===== src/rtl/spi_pkg.sv =====
// Shared types and default sizes for the SPI byte-transfer controller.
package spi_pkg;
  typedef enum logic [2:0] {IDLE, LOAD, LEAD, HIGH, LOW, DONE} spi_state_t;
  localparam int SPI_N_DEF   = 8;
  localparam int SPI_DIV_DEF = 4;
endpackage


===== src/rtl/spi_half_timer.sv =====
// SPI half-period timer: counts 0..DIV-1, tick flags the last cycle, restart forces 0.
module spi_half_timer import spi_pkg::*; #(
  parameter int DIV = SPI_DIV_DEF,
  parameter int CW  = 4
) (
  input  logic clk,
  input  logic reset,
  input  logic restart,
  output logic tick
);
  localparam logic [CW-1:0] LAST = CW'(DIV - 1);

  logic [CW-1:0] cnt_q, cnt_d;

  assign tick = (cnt_q == LAST);

  always_comb begin
    cnt_d = cnt_q + CW'(1);
    if (restart || tick) cnt_d = '0;
  end

  always_ff @(posedge clk or posedge reset) begin
    if (reset) cnt_q <= '0;
    else       cnt_q <= cnt_d;
  end
endmodule


===== src/rtl/spi_xfer_ctrl.sv =====
// SPI byte-transfer controller driving the MOSI shift stage, SCLK/CS_N and MISO capture.
// Define SPI_CS_HOLD_EN to add the cs_hold input that keeps cs_n low across transfers.
module spi_xfer_ctrl import spi_pkg::*; #(
  parameter int N   = SPI_N_DEF,
  parameter int DIV = SPI_DIV_DEF,
  parameter int CW  = 4
) (
  input  logic         clk,
  input  logic         reset,
  input  logic         start,
  input  logic [N-1:0] tx_data,
  input  logic         miso,
`ifdef SPI_CS_HOLD_EN
  input  logic         cs_hold,
`endif
  output logic         sclk,
  output logic         cs_n,
  output logic [N-1:0] shift_data,
  output logic         shift_load,
  output logic         shift_clk,
  output logic         shift_en,
  output logic [N-1:0] rx_data,
  output logic         busy,
  output logic         done
);
  localparam logic [CW-1:0] LAST_BIT = CW'(N - 1);

  spi_state_t    state_q;
  logic [CW-1:0] bitcnt_q;
  logic [N-1:0]  rx_shift_q, rx_q, shift_data_q;
  logic          sclk_q, cs_n_q, shift_load_q, shift_clk_q, shift_en_q, busy_q, done_q;
  logic          hold_q;
  logic          tick, restart;

  // Only the timed phases let the half-period counter run.
  assign restart = !(state_q inside {LEAD, HIGH, LOW});

  spi_half_timer #(.DIV(DIV), .CW(CW)) u_timer (
    .clk     (clk),
    .reset   (reset),
    .restart (restart),
    .tick    (tick)
  );

  always_ff @(posedge clk or posedge reset) begin
    if (reset) begin
      state_q      <= IDLE;
      bitcnt_q     <= '0;
      rx_shift_q   <= '0;
      rx_q         <= '0;
      shift_data_q <= '0;
      sclk_q       <= 1'b0;
      cs_n_q       <= 1'b1;
      shift_load_q <= 1'b0;
      shift_clk_q  <= 1'b0;
      shift_en_q   <= 1'b0;
      busy_q       <= 1'b0;
      done_q       <= 1'b0;
      hold_q       <= 1'b0;
    end else begin
      shift_load_q <= 1'b0;
      shift_clk_q  <= 1'b0;
      done_q       <= 1'b0;
      case (state_q)
        IDLE: if (start) begin
          shift_data_q <= tx_data;
`ifdef SPI_CS_HOLD_EN
          hold_q       <= cs_hold;
`else
          hold_q       <= 1'b0;
`endif
          shift_load_q <= 1'b1;
          cs_n_q       <= 1'b0;
          busy_q       <= 1'b1;
          shift_en_q   <= 1'b1;
          state_q      <= LOAD;
        end
        LOAD: begin
          // First shift pulse presents the MSB before the first SCLK rise.
          shift_clk_q <= 1'b1;
          state_q     <= LEAD;
        end
        LEAD: if (tick) begin
          bitcnt_q <= '0;
          sclk_q   <= 1'b1;
          state_q  <= HIGH;
        end
        HIGH: if (tick) begin
          rx_shift_q  <= {rx_shift_q[N-2:0], miso};
          sclk_q      <= 1'b0;
          shift_clk_q <= (bitcnt_q != LAST_BIT);
          state_q     <= LOW;
        end
        LOW: if (tick) begin
          if (bitcnt_q == LAST_BIT) begin
            done_q  <= 1'b1;
            rx_q    <= rx_shift_q;
            state_q <= DONE;
          end else begin
            bitcnt_q <= bitcnt_q + CW'(1);
            sclk_q   <= 1'b1;
            state_q  <= HIGH;
          end
        end
        DONE: begin
          cs_n_q     <= !hold_q;
          shift_en_q <= 1'b0;
          busy_q     <= 1'b0;
          state_q    <= IDLE;
        end
        default: state_q <= IDLE;
      endcase
    end
  end

  assign sclk       = sclk_q;
  assign cs_n       = cs_n_q;
  assign shift_data = shift_data_q;
  assign shift_load = shift_load_q;
  assign shift_clk  = shift_clk_q;
  assign shift_en   = shift_en_q;
  assign rx_data    = rx_q;
  assign busy       = busy_q;
  assign done       = done_q;
endmodule


===== config.mk =====
export PLATFORM = sky130hd
export DESIGN_NAME = spi_xfer_ctrl
export DESIGN_NICKNAME = d
export VERILOG_FILES = /design/src/rtl/spi_pkg.sv /design/src/rtl/spi_half_timer.sv /design/src/rtl/spi_xfer_ctrl.sv
export SDC_FILE = /design/constraint.sdc
export NUM_CORES = 1
export LEC_CHECK = 0
export ABC_AREA = 1
export CORE_MARGIN = 10
export CORE_UTILIZATION = 40
export CTS_CLUSTER_SIZE = 25
export DETAILED_ROUTE_END_ITERATION = 10
export GPL_TIMING_DRIVEN = 0
export PLACE_DENSITY = 0.62
export RECOVER_POWER = 50
export SYNTH_ARGS = -nofsm -noshare
export SYNTH_HDL_FRONTEND = slang
export SYNTH_SLANG_ARGS = --single-unit

===== constraint.sdc =====
create_clock -name clk -period 1.84 [get_ports clk]
set_clock_uncertainty 0.15 [all_clocks]
set_input_delay 0.276 -clock clk [delete_from_list [all_inputs] [get_ports clk]]
set_output_delay 0.276 -clock clk [all_outputs]
set_load 0.02 [all_outputs]

---- After elaboration in Yosys (flattened, before gate mapping) ----
Cells that the tools add are included.
storage, ports and cells
  register bits ........................... 41
  input bits .............................. 12
  output and inout port bits .............. 23
  logic and storage cells ................. 67
cells by class
  add/subtract/negate cells ............... 2
  equality and inequality tests ........... 13
  multiplexer cells ....................... 27
  reduce and logical (&&, ||, !) cells .... 13
operator list
  operator             count
  $mux 4               4
  $mux 3               5
  $pmux 3 s5           1
  $mux 1               12
  $add 4x1->4 const B  2
  $pmux 4 s2           1
  $reduce_and 4->1     2
  $eq 3x2->1 const B   2
  $eq 3x3->1 const B   2
  $ne 2x1->1 const B   3
  $pmux 1 s2           3
  $reduce_and 2->1     3
  $reduce_and 5->1     1
  $eq 4x2->1 const B   1
  $eq 4x3->1 const B   1
  $ne 2x2->1 const B   2
  $ne 4x3->1 const B   1
  $reduce_bool 2->1    2
  $eq 3x1->1 const B   1
  $logic_not 3->1      1
  $pmux 1 s3           1
  $reduce_and 3->1     1
  $reduce_bool 3->1    1
  $logic_not 1->1      1
  $logic_or 1x1->1     1

---- Longest topological paths before layout ----
  depth after elaboration ................. 5
  gate-level depth with buffers ........... 8
  depth with buffers taken out ............ 8

---- Modules after synthesis ----
From an unflattened synthesis, not the netlist that was laid out.
second synthesis, totals
  cell total of the unflattened synthesis .. 214
  area total of the unflattened synthesis .. 1,883.1 um2
by module, submodules not included
  module          times used  cells an instance  area an instance (um2)  seq. area each (um2)
  spi_xfer_ctrl   1           192                1,690.4                 927.1
  spi_half_timer  1           22                 192.7                   100.1

---- Worst setup path before layout ----
Ideal clock, no wire load.
  path type ............................... register to register
  start ................................... register bitcnt_q[0]
  end ..................................... register rx_q[3], in the netlist rx_data[3]
  setup time .............................. 118 ps
  arrival ................................. 1,201 ps
  required time ........................... 1,572 ps
  setup slack ............................. 371 ps
  cell stages (with the launch flop) ...... 8
  path buffers ............................ 1
  clock period less this slack ............ 1,469 ps
  cell sequence ........................... dfrtp_1 > ha_1 > nand2_1 > nor2_2 > nand3_4 > buf_6 > nand2_1 > o21ai_2
on the way
  word-level cells in the longest chain between the ends .. 2
RTL lines
  what                               RTL line              RTL
  start, declared                    spi_xfer_ctrl.sv:29   logic [CW-1:0] bitcnt_q;
  start signal, assigned             spi_xfer_ctrl.sv:100  bitcnt_q <= bitcnt_q + CW'(1);
  $eq 4x3->1                         spi_xfer_ctrl.sv:95   if (bitcnt_q == LAST_BIT) begin
  $reduce_and 3->1 (no source line)  --
  end signal, assigned               spi_xfer_ctrl.sv:97   rx_q <= rx_shift_q;
  end, declared                      spi_xfer_ctrl.sv:30   logic [N-1:0] rx_shift_q, rx_q, shift_data_q;
No other way between the ends.
A chain may end at the register's enable or synchronous reset.

==> run summary <==
H-tree levels: 2
#FFs+latches synth: 41
Worst path max stage delay: 0.59 ns
Compound-Gate Fraction of Synth Area: 0.0780
Leakage: 1.14 nW
Antenna Nets Post-Route: 0
Final cell count without fillers: 296
Final Hold Vio Count: 0
Worst Path Required: 1.41 ns
Mux cell area share after synthesis: 0
Syn Nets: 216
Final core occ: 0.532
CP delay by family, top: buffers and inverters
# rows: 24
DP HPWL: 2480 um
Total Routing Usage GR: 0.0957
Sequential-to-total area share from yosys stat: 0.572
Power per cell area: 1350 nW/um^2
Outcome: finished clean
Mapped Avg Cell Area: 8.89 sq um
Worst setup SP type: flip-flop
I/O pin cnt: 35
Worst rel slew slack: 0.435
CTS tree: built
Main combinational cell family by area after synthesis: simple AND/OR/NAND/NOR gates
Die area: 7570 sq um
Power Internal: 2.03 mW
Clock Tree Buf Depth: 2
Worst path bufs/invs: 2
Layout cell share with drive strength beyond 1: 0.123
Max-slew violation count: 0
CTS sink count: 41
Yosys top cell by area: dfrtp_1
Worst Path Max Fanout: 3
Drt pass-1 iters: 4
FF-to-FF path depth: 7
Fmax achieved: 565 MHz
Max cap viols: 0
Final nets: 257
Post-Syn Area: 1800 sq um
Initial antenna violation count: 0
Total CTS buffers: 5
Yosys top cell area share: 0.557
Total core area: 4350 sq um
DR vias: 1,352
Root buf cell: clkbuf_8
Measured slew at the worst slew-check pin: 0.847 ns
DRC: 0
Sequential share of power: 0.402
Grt ovf: 0
Final WL: 3520 um
Adder-cell share of the synthesized area: 0.0139
Worst Hold Class: reg -> reg
Final setup fails: 0
Number of global-route vias before repair: 1,301
Netlist cell types: 28
Slowest CP cell: clkdlybuf4s50_1
First-pass GRT wire length: 5950 um
RSZ-0062 raised after global routing: no
Worst-skew pair later-pin latency: 0.29 ns
Average wire per standard cell: 11.9 um
Area grow syn2layout: 29.0%
Clock slew at reported path FFs: 0.08 ns
Worst vdd ir: 0.729 mV
Worst path cell trace: buf_4, clkdlybuf4s50_1
Post-synthesis xor/xnor area fraction: 0.00487
Dpl cells: 288
Die Y-Extent: 87.0 um
Iter 0 DRT Violations: 116
Top post-synthesis cells by area: dfrtp_1, nand2_1, inv_1
Largest net degree at the start of global routing: 42
Hold path cells: 1
Synth Area in Simple Gates: 0.260
Die width: 87.0 um
PortBufs: 34
Setup Buffers After CTS: 0
Clock power share: 0.240
WS Path Type: reg -> out
CP Depth: 2
Sw Ratio: 0.351
Yosys warns: 0
Worst path arrival time: 1.34 ns
Total Power: 3.13 mW
Gate power share: 0.358
Gpl congestion: 0.783
Starting density of the core: 0.413
Filler cell count: 407
DR vias/cell: 4.57
Setup TNS: 0 ns
Crit. End Element: output port
P_sw: 1.10 mW
Post-synthesis cell count: 202
Final min period: 1.77 ns
Final Cycle Share: 0.962
N_diodes: 0
[final timing paths]
check	startpoint	endpoint	slack (ns)
max	busy	shift_en	0.07
min	u_timer.cnt_q[0]	u_timer.cnt_q[0]	0.32
max reg2reg	bitcnt_q[0]	rx_data[4]	0.17
min reg2reg	u_timer.cnt_q[0]	u_timer.cnt_q[0]	0.32
max in group asynchronous	reset	bitcnt_q[2]	0.55
min in group asynchronous	reset	rx_data[4]	0.45
[cell families after synthesis]
logic type      after synthesis
compound gates               21
simple gates                109
fa+ha+maj                     2
flops                        41
buf+inv                      28
xor+xnor                      1
[final cells by class]
cell class / count / area, sq um / area share
timing repair buffer: 34 / 339 / 0.146
buffer: 4 / 33.8 / 0.0146
sequential: 41 / 1030 / 0.443
clock buffer: 6 / 82.6 / 0.0356
tap: 52 / 65.1 / 0.0281
multi-input combinational: 133 / 639 / 0.276
inverter: 24 / 92.6 / 0.0400
clock inverter: 2 / 37.5 / 0.0162
[synth_stat cells (all sizes together)]
library cell,count
nor3,1
nor2,13
dfstp,1
nand4,1
xor2,1
nand2,80
nand3,12
buf,4
o21ai,16
a21o,1
clkinv,1
dfrtp,40
o21a,1
a21oi,3
ha,2
inv,23
nor3b,2
[worst reg2reg max path, stage by stage (launching register included)]
cell and delay (ns):
dfrtp_1 0.42, ha_1 0.19, nand2_1 0.08, nor2_2 0.27, nand3_4 0.17, buf_6 0.19, nand2_1 0.08, o21ai_2 0.05
[cell usage in the layout, fill, tap and decap left out, drive strengths merged]
| cell | synthesis | layout |
|---|---|---|
| o21ai | 16 | 16 |
| xor2 | 1 | 1 |
| dlygate4sd3 | 0 | 1 |
| nor3 | 1 | 1 |
| a21o | 1 | 1 |
| dfstp | 1 | 1 |
| nand3 | 12 | 12 |
| dfrtp | 40 | 40 |
| clkinvlp | 0 | 1 |
| nor2 | 13 | 13 |
| nand4 | 1 | 1 |
| nor3b | 2 | 2 |
| nand2 | 80 | 80 |
| clkdlybuf4s50 | 0 | 32 |
| ha | 2 | 2 |
| clkbuf | 0 | 7 |
| clkinv | 1 | 1 |
| o21a | 1 | 1 |
| dlygate4sd2 | 0 | 1 |
| a21oi | 3 | 3 |
| bufinv | 0 | 1 |
| buf | 4 | 3 |
| inv | 23 | 23 |
[metrics by stage]
stage               hold slack (ns)  instance area [sq um]  setup WS [ns]
floorplan                     0.236                   1800          0.371
global placement              0.304                   2200         -0.427
detailed placement            0.311                   2200          0.181
CTS                           0.322                   2320         0.0485
global route                  0.355                   2320       0.000103
finish                        0.318                   2320         0.0697
[sequential cells by signal (all words and copies together) (netlist names)]
signal         count
rx_data            8
rx_shift_q         8
shift_data         8
bitcnt_q           4
u_timer.cnt_q      4
state_q            3
busy               1
cs_n               1
done               1
sclk               1
shift_clk          1
shift_load         1
[timing repair]
item,in CTS,in global routing
hold buffers,0,0
endpoints found under the setup margin,1,0
resized for setup,1,0
[routing by layer]
metal  up-vias  wire length, um  GRT usage
met4         0               17     0.0250
met3         2              301     0.0459
met5         -                0          0
met1       610             1740      0.122
li1        710                -          -
met2        30             1450      0.141
[power by group through the flow]
stage               Clock [mW]  Sequential (mW)  Combinational (mW)
floorplan                    0             1.43               0.553
detailed placement           0             1.28                1.15
global route             0.810             1.29                1.29
global placement             0             1.27                1.14
CTS                      0.775             1.26                1.15
finish                   0.751             1.26                1.12
(Power assumes the default switching activity.)
